### config.mk
export PLATFORM = sky130hd
export DESIGN_NAME = uni_shift_reg_seq
export DESIGN_NICKNAME = d
export VERILOG_FILES = /design/src/rtl/uni_shift_pkg.sv /design/src/rtl/shift_step.sv /design/src/rtl/uni_shift_reg_seq.sv
export SDC_FILE = /design/constraint.sdc
export NUM_CORES = 1
export LEC_CHECK = 0
export CORE_ASPECT_RATIO = 1.2
export CORE_UTILIZATION = 50
export DETAILED_ROUTE_END_ITERATION = 10
export PLACE_DENSITY = 0.88
export SLEW_MARGIN = 30
export SYNTH_ARGS = -nofsm -noshare
export SYNTH_HDL_FRONTEND = slang
export SYNTH_HIERARCHICAL = 1
export SYNTH_SLANG_ARGS = --single-unit
### constraint.sdc
create_clock -name clock -period 3.18 [get_ports clock]
set_input_delay 0.795 -clock clock [delete_from_list [all_inputs] [get_ports clock]]
set_output_delay 0.795 -clock clock [all_outputs]
set_load 0.05 [all_outputs]
### src/rtl/uni_shift_pkg.sv
// Shared definitions for the sequenced universal shift register:
// op-code values, FSM state encoding and an op classification helper.
package uni_shift_pkg;

    localparam logic [2:0] OP_NOP = 3'b000;
    localparam logic [2:0] OP_LOAD = 3'b001;
    localparam logic [2:0] OP_SHL = 3'b010;
    localparam logic [2:0] OP_SHR = 3'b011;
    localparam logic [2:0] OP_ROL = 3'b100;
    localparam logic [2:0] OP_ROR = 3'b101;
    localparam logic [2:0] OP_ASR = 3'b110;
    localparam logic [2:0] OP_RSVD = 3'b111;

    typedef enum logic {
        ST_IDLE = 1'b0,
        ST_RUN  = 1'b1
    } state_e;

    // Ops that move bits one position per step and honour the count field.
    function automatic logic is_shift_op(input logic [2:0] op);
        return (op == OP_SHL) || (op == OP_SHR) || (op == OP_ROL) ||
               (op == OP_ROR) || (op == OP_ASR);
    endfunction

endpackage

### src/rtl/shift_step.sv
// Combinational single-step shifter: applies one shift/rotate step to value
// and reports the bit pushed out of the register.
module shift_step
    import uni_shift_pkg::*;
#(
    parameter int N = 8
) (
    input  logic [2:0]   op,
    input  logic [N-1:0] value,
    input  logic         left_in,
    input  logic         right_in,
    output logic [N-1:0] next,
    output logic         bit_out
);

    generate
        if (N == 1) begin : g_single
            // A 1-bit register has nothing to rotate; fills still replace it.
            always_comb begin
                next    = value;
                bit_out = value[0];
                case (op)
                    OP_SHL:  next = right_in;
                    OP_SHR:  next = left_in;
                    default: next = value;
                endcase
            end
        end else begin : g_multi
            always_comb begin
                // NOTE: defaults first so every path assigns every output; no latch.
                next    = value;
                bit_out = 1'b0;
                case (op)
                    OP_SHL: begin
                        next    = {value[N-2:0], right_in};
                        bit_out = value[N-1];
                    end
                    OP_SHR: begin
                        next    = {left_in, value[N-1:1]};
                        bit_out = value[0];
                    end
                    OP_ROL: begin
                        next    = {value[N-2:0], value[N-1]};
                        bit_out = value[N-1];
                    end
                    OP_ROR: begin
                        next    = {value[0], value[N-1:1]};
                        bit_out = value[0];
                    end
                    OP_ASR: begin
                        next    = {value[N-1], value[N-1:1]};
                        bit_out = value[0];
                    end
                    default: begin
                        next    = value;
                        bit_out = 1'b0;
                    end
                endcase
            end
        end
    endgenerate

endmodule

### src/rtl/uni_shift_reg_seq.sv
// Universal shift register with multi-step commands run one bit per clock
// under a start/busy/done handshake; serial-out tracks the last expelled bit.
module uni_shift_reg_seq
    import uni_shift_pkg::*;
#(
    parameter int N  = 8,
    parameter int CW = 4
) (
    input  logic          clock,
    input  logic          clear,
    input  logic          start,
    input  logic [2:0]    op,
    input  logic [CW-1:0] count,
    input  logic [N-1:0]  in,
    input  logic          left_in,
    input  logic          right_in,
    output logic [N-1:0]  out,
    output logic          busy,
    output logic          done,
    output logic          ser_out
);

    state_e        state_q, state_d;
    logic [CW-1:0] rem_q, rem_d;
    logic [2:0]    op_q, op_d;
    logic [N-1:0]  out_q, out_d;
    logic          done_q, done_d;
    logic          ser_q, ser_d;

    logic [2:0]    step_op;
    logic [N-1:0]  step_next;
    logic          step_bit;

    // The accept edge performs the first step with the live op; later steps use the latched op.
    assign step_op = (state_q == ST_RUN) ? op_q : op;

    shift_step #(.N(N)) u_step (
        .op       (step_op),
        .value    (out_q),
        .left_in  (left_in),
        .right_in (right_in),
        .next     (step_next),
        .bit_out  (step_bit)
    );

    always_comb begin
        state_d = state_q;
        rem_d   = rem_q;
        op_d    = op_q;
        out_d   = out_q;
        ser_d   = ser_q;
        done_d  = 1'b0;

        case (state_q)
            ST_IDLE: begin
                if (start) begin
                    if (op == OP_LOAD) begin
                        out_d  = in;
                        done_d = 1'b1;
                    end else if (is_shift_op(op) && (count != '0)) begin
                        out_d = step_next;
                        ser_d = step_bit;
                        if (count == CW'(1)) begin
                            done_d = 1'b1;
                        end else begin
                            op_d    = op;
                            rem_d   = count - CW'(1);
                            state_d = ST_RUN;
                        end
                    end else begin
                        done_d = 1'b1;
                    end
                end
            end
            ST_RUN: begin
                out_d = step_next;
                ser_d = step_bit;
                rem_d = rem_q - CW'(1);
                if (rem_q == CW'(1)) begin
                    state_d = ST_IDLE;
                    done_d  = 1'b1;
                end
            end
            default: state_d = ST_IDLE;
        endcase
    end

    // NOTE: sequential state uses non-blocking assignments so all registers update together.
    always_ff @(posedge clock) begin
        if (clear) begin
            // NOTE: clear outranks everything, including a start on the same edge.
            state_q <= ST_IDLE;
            rem_q   <= '0;
            op_q    <= OP_NOP;
            out_q   <= '0;
            done_q  <= 1'b0;
            ser_q   <= 1'b0;
        end else begin
            state_q <= state_d;
            rem_q   <= rem_d;
            op_q    <= op_d;
            out_q   <= out_d;
            done_q  <= done_d;
            ser_q   <= ser_d;
        end
    end

    assign out     = out_q;
    assign busy    = (state_q == ST_RUN);
    assign done    = done_q;
    assign ser_out = ser_q;

endmodule

* Word level (Yosys, flattened, before mapping)
Index checks and enable logic that the tools add are counted.
** Operators by class
- Muxes and demuxes :: 28
- Add/sub/neg operators :: 2
- Reductions and logical operators :: 12
- Bitwise logic cells :: 3
- Eq/ne operators :: 18
** Operators with widths (number)
- 8-bit case mux with 5 select lines :: 1
- 8-bit 2-to-1 mux :: 3
- 3-bit == test (second input constant) :: 6
- 4-bit 2-to-1 mux :: 4
- 8-bit case mux with 2 select lines :: 1
- 1-bit 2-to-1 mux :: 13
- 3-bit by 2-bit == test with 1-bit output (second input constant) :: 4
- 4-bit by 1-bit == test with 1-bit output (second input constant) :: 2
- 2-bit inequality test (second input constant) :: 4
- 1-bit case mux with 2 select lines :: 4
- 4-bit case mux with 2 select lines :: 1
- 4-bit by 1-bit subtractor with 4-bit output (second input constant) :: 2
- 5-bit AND reduction :: 1
- 1-bit logical OR :: 4
- 4-bit AND reduction :: 1
- 4-bit nonzero test :: 1
- 3-bit by 1-bit == test with 1-bit output (second input constant) :: 1
- 3-bit 2-to-1 mux :: 1
- 3-bit inequality test (second input constant) :: 1
- 1-bit NOT :: 3
- 3-bit AND reduction :: 1
- 3-bit OR reduction :: 1
- 2-bit AND reduction :: 1
- 2-bit OR reduction :: 1
- 1-bit logical AND :: 1
** Word-level totals
- Output and inout bits :: 11
- Word-level logic and storage cells :: 69
- Register bits after elaboration :: 18

* Longest topological paths before layout
- Word-level depth :: 10
- Mapped depth :: 11
- Gate-level depth less buffers :: 7

* Modules after synthesis
The synthesis kept the hierarchy.
** By module, submodules not included
- uni_shift_reg_seq :: times used 1, cells an instance 117, area each 1068.5 um2
- shift_step :: times used 1, cells an instance 47, area each 352.8 um2

* Least setup slack after synthesis
OpenSTA, ideal clock, no wires.
- Path kind :: register to register
- From :: register state_q (netlist: busy)
- To :: register out_q[1] (netlist: out[1])
- Path slack :: 0.456 ns
- Arrival time :: 2.603 ns
- Cell stages (with the launch flop) :: 10
- Library setup time :: 0.121 ns
- Path buffers :: 3
- Data required time :: 3.059 ns
- Cells stage by stage :: dfxtp_1 -> buf_4 -> clkbuf_1 -> mux2_2 -> and3b_1 -> buf_6 -> a221o_1 -> mux2i_1 -> nor2_1 -> mux2_2
** On the way
- Cells in the longest elaborated chain, start to end :: 7
- Elaborated cells on any way between the ends :: 15
- Those cells by class :: eq/ne (7); mux (6); bitwise (1); reduce/logical (1)
** RTL lines
- start, declared :: line uni_shift_reg_seq.sv:23 : state_e state_q, state_d;
- start signal, assigned :: line uni_shift_reg_seq.sv:99 : state_q <= state_d;
- 3-bit 2-to-1 mux (*) :: line uni_shift_reg_seq.sv:35 : assign step_op = (state_q == ST_RUN) ? op_q : op;
- via step_op[2] :: line uni_shift_reg_seq.sv:30 : logic [2:0] step_op;
- 3-bit == test / 3-bit by 2-bit == test with 1-bit output (equally long branches) :: line shift_step.sv:33 : case (op)
- 8-bit case mux with 5 select lines (*) :: line shift_step.sv:33
- via step_next[1] :: line uni_shift_reg_seq.sv:31 : logic [N-1:0] step_next;
- 8-bit 2-to-1 mux :: line uni_shift_reg_seq.sv:60 : end else if (is_shift_op(op) && (count != '0)) begin
- 8-bit 2-to-1 mux :: line uni_shift_reg_seq.sv:57 : if (op == OP_LOAD) begin
- 8-bit 2-to-1 mux :: line uni_shift_reg_seq.sv:56 : if (start) begin
- 8-bit case mux with 2 select lines (*) :: line uni_shift_reg_seq.sv:54 : case (state_q)
- end signal, assigned :: line uni_shift_reg_seq.sv:102 : out_q <= out_d;
- end, declared :: line uni_shift_reg_seq.sv:26 : logic [N-1:0] out_q, out_d;
Mark *: on every way through the listed nets, which the timed path passes. The rest lies on a longest branch. The select of a mux whose other input is x is not followed.
A chain may end at the register's enable or synchronous reset.

* Worst setup path after layout
- From :: register state_q (netlist: busy)
- To :: output port busy
** RTL lines
- end, declared :: line uni_shift_reg_seq.sv:18 : output logic busy,
No word-level cell between the ends.

==> impl_results.md <==
* Setup TNS at 0 ps
* Nets at approximately 220
* GRT Total Usage at 0.250
* Remaining antenna violation count at 0
* Number of remaining DRC errors at 0
* Slew Limit Fails at 0
* Max-cap viol count at 0
* Clk sinks at 18
* Setup CP Type: flop to output pin
* Worst Setup End Kind: output pin
* Hold Path Depth at 2
* Final setup fails at 0
* Crit path launch: busy
* Initial antenna violation count at 0
* Capturing point of the worst reg2reg path: out[2]
* Crit path max-delay cell type: clkdlybuf4s50_1
* Netlist Area Pre-Place at around 0.0014 mm2
* Synth warn at 6
* Total power at 0.664 mW
* Starting density of the core at 0.546
* Final Cell Area at about 0.0018 mm2
* Chip Width at around 50 um
* CP max stage delay at about 930 ps
* Clk pin slew, worst setup/hold paths at 110 ps
* Placed cell areas at about 0.0017 mm2
* FF-to-FF setup slack at about 500 ps
* Layout area overhead at 25.2%
* Max_slew headroom at 0.422
* R2r startpoint: busy
* Root buffer cell: clkbuf_4
* Static leakage power at between 0.6 and 0.7 nW
* RSZ-0062 raised after global routing: no
* Worst Path Buf+Inv at 1
* Post-CTS Resized at 0
* First-pass GRT wire length at around 5700 um
* Total wire length at ~3500 um
* Crit-path max FO at 19
* Critical Path RT at 2380 ps
* Core region area at approximately 0.0026 mm2
* Post-layout minimum cycle time at ~2800 ps
* Via density per instance at about 6.0
* DP HPWL at roughly 2500 um
* N_diodes at 0
* Net Sw Frac at 0.356
* Fmax at 356 MHz
* Maximum buffer depth of the clock tree at 2
* Hold crit path type: flop to flop
* CTS tree: done
* Arrival time worst endpoint at roughly 2000 ps
* Actual slew at the worst max-slew pin at between 800 and 900 ps
* Fin. Hold Viols at 0
* Post-synth EDFFs at 0
* Worst-Skew Late Latency at 300 ps
* Clock power share at 0.222
* Hold EP: op_q[0]
* Clock skew at 3.69 ps
* Most frequently used flop master after synthesis: dfxtp_1
* Seq/Total Area, Yosys at 0.254
* # IOs at 31
* Sequential share of power at 0.403
* Gate Count Post-Synth at about 160
* WP depth at 1
* Hold path start: op_q[0]
* Drt first pass iters at 5
* GPL Wtd Cong at between 0.8 and 0.9
* Mean Syn Cell Area at 8.67 um2
* Initial drt markers at 52
* Async SR Flop Fraction at 0
* Synth Net Count at roughly 190
* Buffers added on ports at 30
* #FFs+latches synth at 18
* Pwr dens at 373 mW/mm2
* Rows at 20
* Library cells used by synthesis at between 40 and 50
* # hold bufs at CTS at 0
* Die Ht at between 60 and 70 um
* Layout cells sized above 1 at 0.135
* Global route overflow at 0
* Largest net degree at the start of global routing at 25
* R2R cell count at 7
* Die area at ~0.0031 mm2
* H-tree Lvls at 1
* Crit path launch type: flop
* Setup repair bufs after CTS at 0
* Cts bufs inserted at 3
* Reported net switching power at roughly 0.24 mW
* Pint at between 0.4 and 0.5 mW
* Drt wl/cell at between 15 and 20 um
* Worst-path cell chain: clkdlybuf4s50_1
* Number of global-route vias before repair at 1,249
* Period Utilization, post-route at 0.883
* Status: complete, no violations
* Crit-path leading delay family: buffers and inverters
* Via count at roughly 1,400
* Maximum VDD drop at around 0.24 mV
* Comb pwr share at 0.375
==> cell families after synthesis <==
logic type | after synthesis | share of synthesized area
flops | 18 | 0.254
compound gates | 41 | 0.216
xor+xnor | 6 | 0.0423
fa+ha+maj | 4 | 0.0352
simple gates | 52 | 0.195
buf+inv | 17 | 0.0660
mux | 26 | 0.193
==> placed cells by master (no fill, tap or decap), types with 2 or more instances in the layout <==
master,instances
o21ai_0,6
a31oi_1,2
a211oi_1,2
nand2_1,5
nor2_1,19
xor2_1,2
nand2b_1,2
o211a_1,3
a21oi_1,8
clkdlybuf4s50_1,30
xnor2_1,3
inv_1,5
a311oi_1,2
ha_1,4
clkbuf_4,3
mux2i_1,15
dfxtp_1,18
buf_4,6
nor3b_1,2
mux2_2,11
o211ai_1,5
nand3_1,6
o21ai_1,2
o2111ai_1,2
a221o_1,5
nor2b_1,8
==> how the worst max path moves through the flow <==
stage,end,slack (ps)
6_report,busy,370
3_5_place_dp,out[7],220
3_3_place_gp,out[1],290
5_1_grt,busy,270
4_1_cts,busy,360
2_1_floorplan,out[1],460
==> cells in the mapped netlist, types with 2 or more instances <==
cell / count / area share
mux2_2: 11 / 0.087
o21ai_0: 6 / 0.021
buf_4: 3 / 0.016
a221o_1: 5 / 0.035
o211ai_1: 5 / 0.026
ha_1: 4 / 0.035
buf_6: 2 / 0.016
nand3_1: 6 / 0.021
o21ai_1: 2 / 0.0070
nand2_1: 5 / 0.013
a31oi_1: 2 / 0.0088
a21oi_1: 8 / 0.028
clkbuf_1: 3 / 0.0079
a211oi_1: 2 / 0.011
xor2_1: 2 / 0.012
nor2_1: 19 / 0.050
a311oi_1: 2 / 0.012
inv_1: 5 / 0.013
o2111ai_1: 2 / 0.012
nor4b_1: 2 / 0.012
nor2b_1: 8 / 0.035
mux2i_1: 15 / 0.11
o211a_1: 3 / 0.021
dfxtp_1: 18 / 0.25
xnor2_1: 3 / 0.018
buf_2: 3 / 0.011
nand2b_1: 2 / 0.0088
nor3b_1: 2 / 0.011
==> metal layers <==
layer,vias to the layer above,track usage,part of all wire
li1,660,-,-
met1,658,0.292,0.41
met2,39,0.459,0.53
met3,6,0.0251,0.038
met4,0,0.119,0.021
met5,-,0,0
==> power by group through the flow <==
stage               logic [mW]  registers (mW)  clock network [mW]
floorplan                0.153           0.292                   0
global placement         0.237           0.271                   0
detailed placement       0.246           0.272                   0
CTS                      0.247           0.267               0.149
global route             0.268           0.271               0.165
finish                   0.249           0.268               0.148
==> registers in the layout, summed over array words and instances (netlist names) <==
register  cells
busy          1
done          1
op_q          3
out           8
rem_q         4
ser_out       1
==> final cells by class <==
type,instances,area (um2)
multi-input cells,129,973
clock buffers,4,36.3
flip-flops and latches,18,360
fillers,199,823
well taps,33,41.3
repair buffers,36,345
inverters,6,22.5
==> through the flow <==
| stage | util | setup WS (ps) | cells | hold slack, ps |
|---|---|---|---|---|
| final | 0.684 | 373 | 226 | 481 |
| after global routing | 0.684 | 273 | 226 | 513 |
| after CTS | 0.684 | 364 | 226 | 480 |
| after detailed placement | 0.670 | 215 | 222 | 465 |
| after global placement | 0.670 | 290 | 222 | 457 |
| after floorplan | - | 456 | 164 | 450 |
No activity file was read; power rests on OpenSTA's default activity.
